**src/rtl/ws2812_frame_ctrl_if.sv**
```systemverilog
// rtl/ws2812_frame_ctrl_if.sv - host, pixel RAM and RZ encoder signals of the WS2812 frame controller
interface ws2812_frame_ctrl_if;
    logic        start;
    logic        pix_rd;
    logic [7:0]  pix_addr;
    logic [23:0] pix_data;
    logic [23:0] RGB;
    logic        done_sig;
    logic        symbol;
    logic        line_en;
    logic        busy;
    logic        frame_done;

    // Controller side
    modport slave (
        input  start, pix_data, symbol,
        output pix_rd, pix_addr, RGB, done_sig, line_en, busy, frame_done
    );

    // Host / RAM / encoder side
    modport master (
        output start, pix_data, symbol,
        input  pix_rd, pix_addr, RGB, done_sig, line_en, busy, frame_done
    );
endinterface

```
**src/rtl/ws2812_frame_ctrl.sv**
```systemverilog
// rtl/ws2812_frame_ctrl.sv - WS2812 frame sequencer: pixel fetch, gapless encoder feed, latch gap
module ws2812_frame_ctrl #(
    parameter int LED_NUM      = 8,
    parameter int LATCH_CYCLES = 15000
) (
    input  logic               clk,
    input  logic               rst_n,
    ws2812_frame_ctrl_if.slave bus
);
    localparam int            LW         = (LATCH_CYCLES > 65536) ? $clog2(LATCH_CYCLES) : 16;
    localparam logic [7:0]    LAST_IDX   = 8'(LED_NUM - 1);
    localparam logic [LW-1:0] LATCH_LAST = LW'(LATCH_CYCLES - 1);

    typedef enum logic [2:0] {IDLE, FETCH, PRIME, SEND, LATCH} state_t;
    state_t state, state_nxt;

    logic [7:0]    index;
    logic [4:0]    bit_cnt;
    logic [LW-1:0] latch_cnt;
    logic [23:0]   hold;
    // A prefetch read was strobed last cycle, so pix_data carries the next pixel now
    logic          pre_rd_q;
    logic          last_bit;
    logic          latch_end;

    assign last_bit       = (state == SEND) && bus.symbol && (bit_cnt == 5'd23);
    assign latch_end      = (state == LATCH) && (latch_cnt == LATCH_LAST);
    assign bus.frame_done = latch_end;

    // State register
    always_ff @(posedge clk or negedge rst_n) begin
        if (!rst_n) begin
            state <= IDLE;
        end else begin
            state <= state_nxt;
        end
    end

    // Next-state decode; start is only honoured in IDLE
    always_comb begin
        state_nxt = state;
        case (state)
            IDLE:    if (bus.start) state_nxt = FETCH;
            FETCH:   state_nxt = PRIME;
            PRIME:   state_nxt = SEND;
            SEND:    if (last_bit && (index == LAST_IDX)) state_nxt = LATCH;
            LATCH:   if (latch_end) state_nxt = IDLE;
            default: state_nxt = IDLE;
        endcase
    end

    // Datapath: read strobes, encoder load, bit/pixel/latch counters
    always_ff @(posedge clk or negedge rst_n) begin
        if (!rst_n) begin
            bus.pix_rd   <= 1'b0;
            bus.pix_addr <= 8'd0;
            bus.RGB      <= 24'd0;
            bus.done_sig <= 1'b0;
            bus.line_en  <= 1'b0;
            bus.busy     <= 1'b0;
            index        <= 8'd0;
            bit_cnt      <= 5'd0;
            latch_cnt    <= '0;
            hold         <= 24'd0;
            pre_rd_q     <= 1'b0;
        end else begin
            bus.pix_rd   <= 1'b0;
            bus.done_sig <= 1'b0;
            pre_rd_q     <= bus.pix_rd && (state == SEND);
            if (pre_rd_q) begin
                hold <= bus.pix_data;
            end
            case (state)
                IDLE: begin
                    if (bus.start) begin
                        bus.busy     <= 1'b1;
                        index        <= 8'd0;
                        bus.pix_rd   <= 1'b1;
                        bus.pix_addr <= 8'd0;
                    end
                end
                PRIME: begin
                    bus.RGB      <= bus.pix_data;
                    bus.done_sig <= 1'b1;
                    bus.line_en  <= 1'b1;
                    bit_cnt      <= 5'd0;
                end
                SEND: begin
                    if (bus.symbol) begin
                        if (bit_cnt == 5'd23) begin
                            bit_cnt <= 5'd0;
                            if (index == LAST_IDX) begin
                                bus.line_en <= 1'b0;
                                latch_cnt   <= '0;
                            end else begin
                                // Next pixel goes out back-to-back with no gap bit
                                bus.RGB      <= hold;
                                bus.done_sig <= 1'b1;
                                index        <= index + 8'd1;
                            end
                        end else begin
                            bit_cnt <= bit_cnt + 5'd1;
                            if ((bit_cnt == 5'd22) && (index != LAST_IDX)) begin
                                bus.pix_rd   <= 1'b1;
                                bus.pix_addr <= index + 8'd1;
                            end
                        end
                    end
                end
                LATCH: begin
                    if (latch_end) begin
                        latch_cnt <= '0;
                        bus.busy  <= 1'b0;
                    end else begin
                        latch_cnt <= latch_cnt + LW'(1);
                    end
                end
                default: ;
            endcase
        end
    end
endmodule

```
**src/flat_wrapper.sv**
```systemverilog
// flat-port wrapper written by rule: the top's interface ports become plain ports
module ws2812_frame_ctrl_flat 
#(
    parameter int LED_NUM      = 8,
    parameter int LATCH_CYCLES = 15000
)
  (clk, rst_n, bus_start, bus_pix_data, bus_symbol, bus_pix_rd, bus_pix_addr, bus_RGB, bus_done_sig, bus_line_en, bus_busy, bus_frame_done);
  ws2812_frame_ctrl_if bus_i ();
  input  logic clk;
  input  logic rst_n;
  input wire logic [$bits(bus_i.start)-1:0] bus_start;
  input wire logic [$bits(bus_i.pix_data)-1:0] bus_pix_data;
  input wire logic [$bits(bus_i.symbol)-1:0] bus_symbol;
  output wire logic [$bits(bus_i.pix_rd)-1:0] bus_pix_rd;
  output wire logic [$bits(bus_i.pix_addr)-1:0] bus_pix_addr;
  output wire logic [$bits(bus_i.RGB)-1:0] bus_RGB;
  output wire logic [$bits(bus_i.done_sig)-1:0] bus_done_sig;
  output wire logic [$bits(bus_i.line_en)-1:0] bus_line_en;
  output wire logic [$bits(bus_i.busy)-1:0] bus_busy;
  output wire logic [$bits(bus_i.frame_done)-1:0] bus_frame_done;
  assign bus_i.start = bus_start;
  assign bus_i.pix_data = bus_pix_data;
  assign bus_i.symbol = bus_symbol;
  assign bus_pix_rd = bus_i.pix_rd;
  assign bus_pix_addr = bus_i.pix_addr;
  assign bus_RGB = bus_i.RGB;
  assign bus_done_sig = bus_i.done_sig;
  assign bus_line_en = bus_i.line_en;
  assign bus_busy = bus_i.busy;
  assign bus_frame_done = bus_i.frame_done;
  ws2812_frame_ctrl #(.LED_NUM(LED_NUM), .LATCH_CYCLES(LATCH_CYCLES)) u_core (.clk(clk), .rst_n(rst_n), .bus(bus_i));
endmodule
```
**config.mk**
```make
export PLATFORM = sky130hd
export DESIGN_NAME = ws2812_frame_ctrl_flat
export DESIGN_NICKNAME = d
export VERILOG_FILES = /design/src/rtl/ws2812_frame_ctrl_if.sv /design/src/rtl/ws2812_frame_ctrl.sv /design/src/flat_wrapper.sv
export SDC_FILE = /design/constraint.sdc
export NUM_CORES = 1
export LEC_CHECK = 0
export ABC_AREA = 1
export CAP_MARGIN = 40
export CORE_MARGIN = 5
export CORE_UTILIZATION = 50
export DETAILED_ROUTE_END_ITERATION = 7
export PLACE_DENSITY = 0.73
export SLEW_MARGIN = 0
export SYNTH_ARGS = -nofsm -noshare
export SYNTH_HDL_FRONTEND = slang
export SYNTH_SLANG_ARGS = --single-unit
```
**constraint.sdc**
```tcl
create_clock -name clk -period 1.4 [get_ports clk]
set_input_delay 0.28 -clock clk [delete_from_list [all_inputs] [get_ports clk]]
set_output_delay 0.28 -clock clk [all_outputs]
set_load 0.01 [all_outputs]
```
======== Yosys cells after proc, flatten, opt, wreduce, memory -nomap -nowiden ========
Index checks and enable logic that the tools add are counted.
cells by class
  bitwise logic cells ..................... 0
  add/sub/neg operators ................... 3
  shift-type cells ........................ 0
  eq/ne operators ......................... 18
  reduce and logical (&&, ||, !) cells .... 19
  $mul .................................... 0
  divide/modulo/power cells ............... 0
  magnitude comparators ................... 0
  multiplexer cells ....................... 41
operators with widths
  cell                                                                count
  24-bit two-way mux                                                  3
  16-bit two-way mux                                                  4
  8-bit two-way mux                                                   7
  24-bit case mux with 2 select lines                                 1
  16-bit case mux with 2 select lines                                 1
  8-bit case mux with 2 select lines                                  2
  2-bit != test (second input constant)                               9
  16-bit by 1-bit adder with 16-bit output (second input constant)    1
  16-bit by 14-bit == test with 1-bit output (second input constant)  1
  3-bit case mux with 5 select lines                                  1
  1-bit two-way mux                                                   12
  4-bit AND reduction                                                 3
  5-bit == test (second input constant)                               2
  5-bit two-way mux                                                   2
  5-bit case mux with 2 select lines                                  1
  5-bit AND reduction                                                 2
  3-bit two-way mux                                                   3
  8-bit by 1-bit adder with 8-bit output (second input constant)      1
  8-bit by 3-bit == test with 1-bit output (second input constant)    1
  8-bit by 3-bit != test with 1-bit output (second input constant)    1
  1-bit case mux with 2 select lines                                  4
  2-bit nonzero test                                                  4
  3-bit by 2-bit == test with 1-bit output (second input constant)    2
  1-bit logical AND                                                   6
  6 further kinds                                                     7
word-level totals
  memories kept ........................... 0
  register bits ........................... 93
  latch bits .............................. 0
  logic and storage cells ................. 93
  RAM bits ................................ 0
  memory bits (read-only) ................. 0
  input bits .............................. 28

======== Logic depth before layout (Yosys ltp) ========
Gate-level depths: netlist (run 1).
  depth in word-level cells ............... 6
  depth in mapped cells ................... 10
  gate-level depth less buffers ........... 9

======== Worst setup path after synthesis (run 1) ========
OpenSTA, ideal clock, no wires.
  kind .................................... register to output
  start point ............................. register u_core.latch_cnt[0]
  end point ............................... output port bus_frame_done
  arrival time ............................ 1.350 ns
  cell stages (with the launch flop) ...... 7
  path buffers ............................ 1
  slack ................................... -0.230 ns
  cell sequence ........................... dfrtp_1 > ha_1 > clkbuf_1 > nand2_1 > inv_1 > nand4_1 > nor4_1
on the way
  word-level cells in the longest chain between the ends .. 2
RTL lines
  element                                     line                      source
  start: declaration                          ws2812_frame_ctrl.sv:19   logic [LW-1:0] latch_cnt;
  start signal: assignment                    ws2812_frame_ctrl.sv:115  latch_cnt <= latch_cnt + LW'(1);
  16-bit by 14-bit == test with 1-bit output  ws2812_frame_ctrl.sv:27   assign latch_end = (state == LATCH) && (latch_cnt == LATCH_LAST);
  1-bit logical AND                           ws2812_frame_ctrl.sv:27
  end: declaration                            flat_wrapper.sv:20        output wire logic [$bits(bus_i.frame_done)-1:0] bus_frame_done;
Every way passes these cells.

======== Worst setup path after layout (run 1) ========
  start point ............................. register u_core.state[0]
  end point ............................... output port bus_frame_done
on the way
  word-level cells in the longest chain between the ends .. 2
RTL lines
  element                   line                     source
  start: declaration        ws2812_frame_ctrl.sv:15  state_t state, state_nxt;
  start signal: assignment  ws2812_frame_ctrl.sv:35  state <= state_nxt;
  3-bit == test             ws2812_frame_ctrl.sv:27
  1-bit logical AND         ws2812_frame_ctrl.sv:27
Every way passes these cells.

==> results of run 1 <==
[synth_stat cells (3+ instances only)]
cell type / count / share of area [%]
nand2_2: 7 / 0.92
inv_2: 3 / 0.24
dfrtp_1: 93 / 49
nand4_1: 18 / 2.4
inv_1: 67 / 5.3
buf_2: 3 / 0.32
buf_6: 5 / 1.2
o21bai_1: 5 / 0.79
nor2_1: 40 / 3.2
nand3_4: 3 / 1.1
clkbuf_1: 10 / 0.79
nand3_1: 41 / 4.3
ha_1: 4 / 1.1
nor2_4: 3 / 0.71
o21ai_2: 6 / 1.1
nand2_1: 242 / 19
o21ai_0: 57 / 6.0
[cell families (layout without fill, tap and decap cells)]
kind of cell / Yosys count / after routing
and+or+nand+nor: 361 / 364
buffers and inverters: 92 / 240
DFF: 93 / 93
xor gates and xnor gates: 2 / 2
adders and majority gates: 4 / 4
AOI/OAI and AO/OA: 72 / 72
[layout by cell type (no fill, tap or decap), types with 5 or more instances in the layout]
cell             netlist  routed
buf_12                 0       8
buf_4                  2      61
buf_6                  5      15
clkbuf_8               0      10
clkdlybuf4s15_1        0      10
clkdlybuf4s50_1        0      26
dfrtp_1               93      93
dlygate4sd2_1          0      26
inv_1                 67      66
nand2_1              242     180
nand2_2                7      44
nand2_4                0      21
nand2_8                0       6
nand3_1               41      29
nand3_2                1      10
nand3_4                3       7
nand4_1               18      18
nor2_1                40      34
nor2_4                 3       8
o21ai_0               57      51
o21ai_1                1       5
o21ai_2                6       8
o21bai_1               5       5
[report_power, final]
part	total [mW]	switching, mW	internal (mW)
sequential	4.02	0.468	3.55
clock	1.80	1.07	0.729
combinational	6.56	3.63	2.94
total	12.4	5.17	7.22
[final cells by class]
type	count	area, um^2
Timing Repair Buffer	154	1530
Clock inverter	6	55.1
Clock buffer	10	138
Sequential cell	93	2330
Inverter	70	283
Tap cell	129	161
Fill cell	621	2180
Multi-Input combinational cell	442	2560
[final timing paths]
kind / slack [ns] / from / cells past startpoint / to
worst max register to register: -0.27 / u_core.state[2] / 11 / u_core.bus.RGB[13]
worst min-delay path: 0.37 / rst_n / 2 / u_core.latch_cnt[8]
max in group asynchronous: 0.50 / rst_n / 3 / u_core.hold[21]
worst min register to register: 0.49 / u_core.bus.RGB[5] / 2 / u_core.bus.RGB[5]
worst max-delay path: -0.33 / u_core.state[0] / 4 / bus_frame_done
min in group clk: 0.49 / u_core.bus.RGB[5] / 2 / u_core.bus.RGB[5]
[routing by layer]
layer,wire length [um],vias up,track usage (%)
li1,-,2273,-
met1,5910,2347,32.0
met3,697,38,4.02
met5,0,-,0
met2,7440,161,41.4
met4,398,0,9.74
[registers in the layout, indices dropped and copies added, names as in the netlist]
| signal | count |
|---|---|
| u_core.bus.pix_addr | 8 |
| u_core.bit_cnt | 5 |
| u_core.bus.done_sig | 1 |
| u_core.bus.line_en | 1 |
| u_core.pre_rd_q | 1 |
| u_core.bus.RGB | 24 |
| u_core.index | 8 |
| u_core.state | 3 |
| u_core.bus.pix_rd | 1 |
| u_core.bus.busy | 1 |
| u_core.hold | 24 |
| u_core.latch_cnt | 16 |
[through the flow]
step	hold WS [ns]	area (um^2)
2_1_floorplan	-0.0156	4780
3_3_place_gp	0.231	6060
3_5_place_dp	0.231	6060
4_1_cts	0.376	6660
5_1_grt	0.417	7060
6_report	0.370	7060
[critical path: stages, from the launching register on]
cell and delay [ns]:
dfrtp_1 0.39, inv_1 0.11, nand3_1 0.13, nor4_2 0.28
buf_2 0.17
[repair_timing]
| action | 4_1_cts | 5_1_grt |
|---|---|---|
| hold buffers | 1 | 0 |
| setup endpoints to repair | 95 | 68 |
| buffers inserted | 12 | 6 |
| gates cloned | 7 | 1 |
| resized for setup | 97 | 115 |
| pin swaps | 13 | 47 |
| hold endpoints to repair | 25 | 0 |
==> results.yml, run 1 <==
status:
  status: "finished, violations left"
  violations: "setup timing"
timing:
  finalCritPeriodShare_pct: 124
  worst_pin_slew_ns: 0.393
  clock_skew_ns: 0.0125
  max_freq_mhz: 578
  setup_violations: 65
  setup_ws_ns: -0.331
  maxSlewHeadroom_pct: 73.8
  rsz0062_at_grt: "true"
  fin_setup_tns_ns: -12.24
  drv_slew: 0
  finalHoldViolCount: 0
  timing.final.crit_period_ns: 1.73
clock_tree:
  clkSinkCount: 93
  cts_tree: "yes"
  clockRootBuffer: "clkbuf_8"
  insertion_delay_ns: 0.37
  cts_buffers: 9
  path_clk_slew_ns: 0.10
  htree_levels: 3
  ctsLongestPathBuffers: 2
routing:
  wl_um: 14400
  antenna_left: 0
  drc: 0
  avgViaCountPerCell: 5.33
  dr.pass1.iters: 5
  wl_per_cell_um: 16.0
  vias: 4819
  initialDrtViolationCount: 290
yosys:
  synth-edff-count: 0
  yosysWarnings: 0
  syn_inst: 624
  synth_top_family_by_area: "simple AND/OR/NAND/NOR gates"
  muxShareOfSynthArea_pct: 0
  synth_nets: 656
  synth-compound-area-share_pct: 8.38
  syn_area_um2: 4750
  synth.distinct_cells: 30
  async_flop_share_pct: 100
  syn_avg_cell_area_um2: 7.61
  synth_xor_area_share_pct: 0.369
  synth_seq_cells: 93
  yosysSeqAreaShare_pct: 49.0
  synth_fa_ha_area_share_pct: 1.05
  synthFlopType: "dfrtp_1"
  synthSimpleGateAreaFrac_pct: 32.9
place:
  place_hpwl_um: 8140
  place.port_buffers: 64
  place.gp.congestion: 0.876
  place_ws_ns: -0.348
  dp.cells: 865
worst_setup_path:
  required_ns: 1.12
  path_class: "flop to output pin"
  cp.arrival_ns: 1.45
  startpoint_type: "flop"
  cp_max_fo: 2
  cp-end-kind: "output pin"
grt:
  grt_pass1_vias: 4790
  grt_max_degree: 49
  groute.usage.overall_pct: 24.7
  antenna_found_initial: 0
  grt_pass1_wl_um: 22800
  grt-ovfl-total: 0
pwr:
  power_density_nw_per_um2: 1750
  total_power_mw: 12.4
  peakVddDrop_v: 0.00119
  p_leak_nw: 3.67
floorplanning:
  coreArea_um2: 9240
  io_pins: 65
  start_util_pct: 51.4
  die_w_um: 107
  die_height_um: 107
  rows: 35
  dieArea_um2: 11500
finish:
  drive_above_1_share_pct: 28.9
  area_growth_pct: 48.7
  fin_nets: 802
  postLayoutCoreUtil_pct: 76.4
  layoutNonFillerInstCount: 904
  diodes: 0
run:
  drv_cap: 0
hold_path:
  hold_class: "primary input to async pin"
(Power assumes the default switching activity.)
==> run 2: changes to the inputs <==
CAP_MARGIN = 20   (was 40)
==> results of run 2 <==
No change in the layout: final DEF, timing and power equal those of run 1.
==> run 3: changes to the inputs <==
DONT_BUFFER_PORTS = 1   (was unset)
PLACE_DENSITY = 0.64   (was 0.73)
==> results.yml, run 3 (same netlist as run 1, synthesis figures left out) <==
grt:
  grt_max_degree: 94
  antenna_found_initial: 0
  grt_pass1_wl_um: 18500
  grt_pass1_vias: 4025
  groute.usage.overall_pct: 19.8
  grt-ovfl-total: 0
floorplanning:
  die_w_um: 107
  die_height_um: 107
  dieArea_um2: 11500
  io_pins: 65
  rows: 35
  start_util_pct: 51.4
  coreArea_um2: 9240
finish:
  final_cell_mix: "185 x nand2_1, 88 x dfrtp_1, 60 x inv_1"
  stdcell_area_um2: 6130
  layoutNonFillerInstCount: 814
  diodes: 0
  area_growth_pct: 29.2
  reg_top3: "u_core.bus.RGB (24), u_core.hold (24), u_core.latch_cnt (16)"
  final_common_cell: "nand2_1"
  fin_nets: 713
  drive_above_1_share_pct: 30.2
timing:
  worst_pin_slew_ns: 0.337
  whs_ns: -0.403
  rsz0062_at_grt: "true"
  timing.final.crit_period_ns: 1.79
  finalHoldViolCount: 93
  finalCritPeriodShare_pct: 128
  clock_skew_ns: 0.0169
  drv_slew: 0
  max_freq_mhz: 559
  setup_violations: 61
  setup_ws_ns: -0.389
  maxSlewHeadroom_pct: 77.3
place:
  place.gp.congestion: 0.886
  place.port_buffers: 0
  dp.cells: 778
  place_hpwl_um: 7200
  dpl-instance-area_um2: 5210
clock_tree:
  cts_tree: "yes"
  insertion_delay_ns: 0.36
  clockRootBuffer: "clkbuf_8"
  clkSinkCount: 93
  ctsLongestPathBuffers: 2
  htree_levels: 3
  cts_buffers: 9
  path_clk_slew_ns: 0.10
status:
  violations: "hold timing, setup timing"
  status: "finished, violations left"
worst_setup_path:
  rrSetupSlack_ns: -0.17
  crit-reg2reg-launch: "u_core.state[2]"
  required_ns: 1.12
  startpoint_type: "flop"
  cp-end-kind: "output pin"
  r2r-end: "u_core.bus.RGB[22]"
  cp_max_fo: 3
  cp.arrival_ns: 1.51
  path_class: "flop to output pin"
  r2r.worst_path.cells: 9
pwr:
  total_power_mw: 10.9
  power_density_nw_per_um2: 1770
  peakVddDrop_v: 0.00113
  p_leak_nw: 3.23
routing:
  wl_um: 11600
  drc: 0
  vias: 4169
  antenna_left: 0
  dr.pass1.iters: 4
  avgViaCountPerCell: 5.12
  initialDrtViolationCount: 210
  wl_per_cell_um: 14.2
hold_path:
  hold_class: "primary input to async pin"
run:
  drv_cap: 0
run 3: power breakdown:
group	total [mW]	internal, mW	switching, mW
logic	4.65	1.84	2.81
clock network	2.01	1.01	0.993
registers	4.22	3.55	0.668
run 3: layout make-up:
cell class / instances / area, um^2
fillers: 745 / 3110
multi-input cells: 441 / 2530
flip-flops and latches: 93 / 2330
repair buffers: 66 / 618
inverters: 70 / 278
well taps: 129 / 161
clock buffers: 9 / 124
clock inverters: 6 / 93.8
run 3: worst max path at each step:
| stage | startpoint | to | slack, ns | cells past startpoint |
|---|---|---|---|---|
| 2_1_floorplan | u_core.latch_cnt[0] | bus_frame_done | -0.05 | 6 |
| 3_3_place_gp | u_core.state[0] | u_core.bus.RGB[2] | -0.06 | 9 |
| 3_5_place_dp | u_core.bit_cnt[0] | u_core.latch_cnt[0] | -0.09 | 8 |
| 4_1_cts | u_core.state[1] | bus_frame_done | -0.41 | 4 |
| 5_1_grt | u_core.latch_cnt[1] | bus_frame_done | -0.48 | 6 |
| 6_report | u_core.latch_cnt[1] | bus_frame_done | -0.39 | 6 |
run 3: metal layers:
metal  global-route usage, %  routed length, um
met5                       0                  0
met4                    7.39                232
met3                    4.38                646
met2                    33.2               5650
met1                    25.0               5040
run 3: per-stage QoR:
step	setup WS (ns)	TNS [ns]	util, %
floorplan	-0.0465	-0.0465	-
CTS	-0.409	-1.92	60.4
global placement	-0.0550	-1.82	56.4
finish	-0.389	-5.88	66.4
detailed placement	-0.0905	-2.99	56.4
global route	-0.478	-11.57	66.4
run 3: repair_timing:
item                                    CTS  global route
endpoints found under the hold margin    93            93
pin swaps                                 6            44
gates resized for setup                  27           124
cloned                                    2             3
endpoints found under the setup margin   58            63
buffers inserted                          3            13
run 3: worst max-delay path: stages, from the launching register on:
cell and delay [ns]:
dfrtp_1 0.38, ha_2 0.21, nand2_2 0.05, inv_2 0.05, nand4_1 0.14, nor4_4 0.16, buf_4 0.15
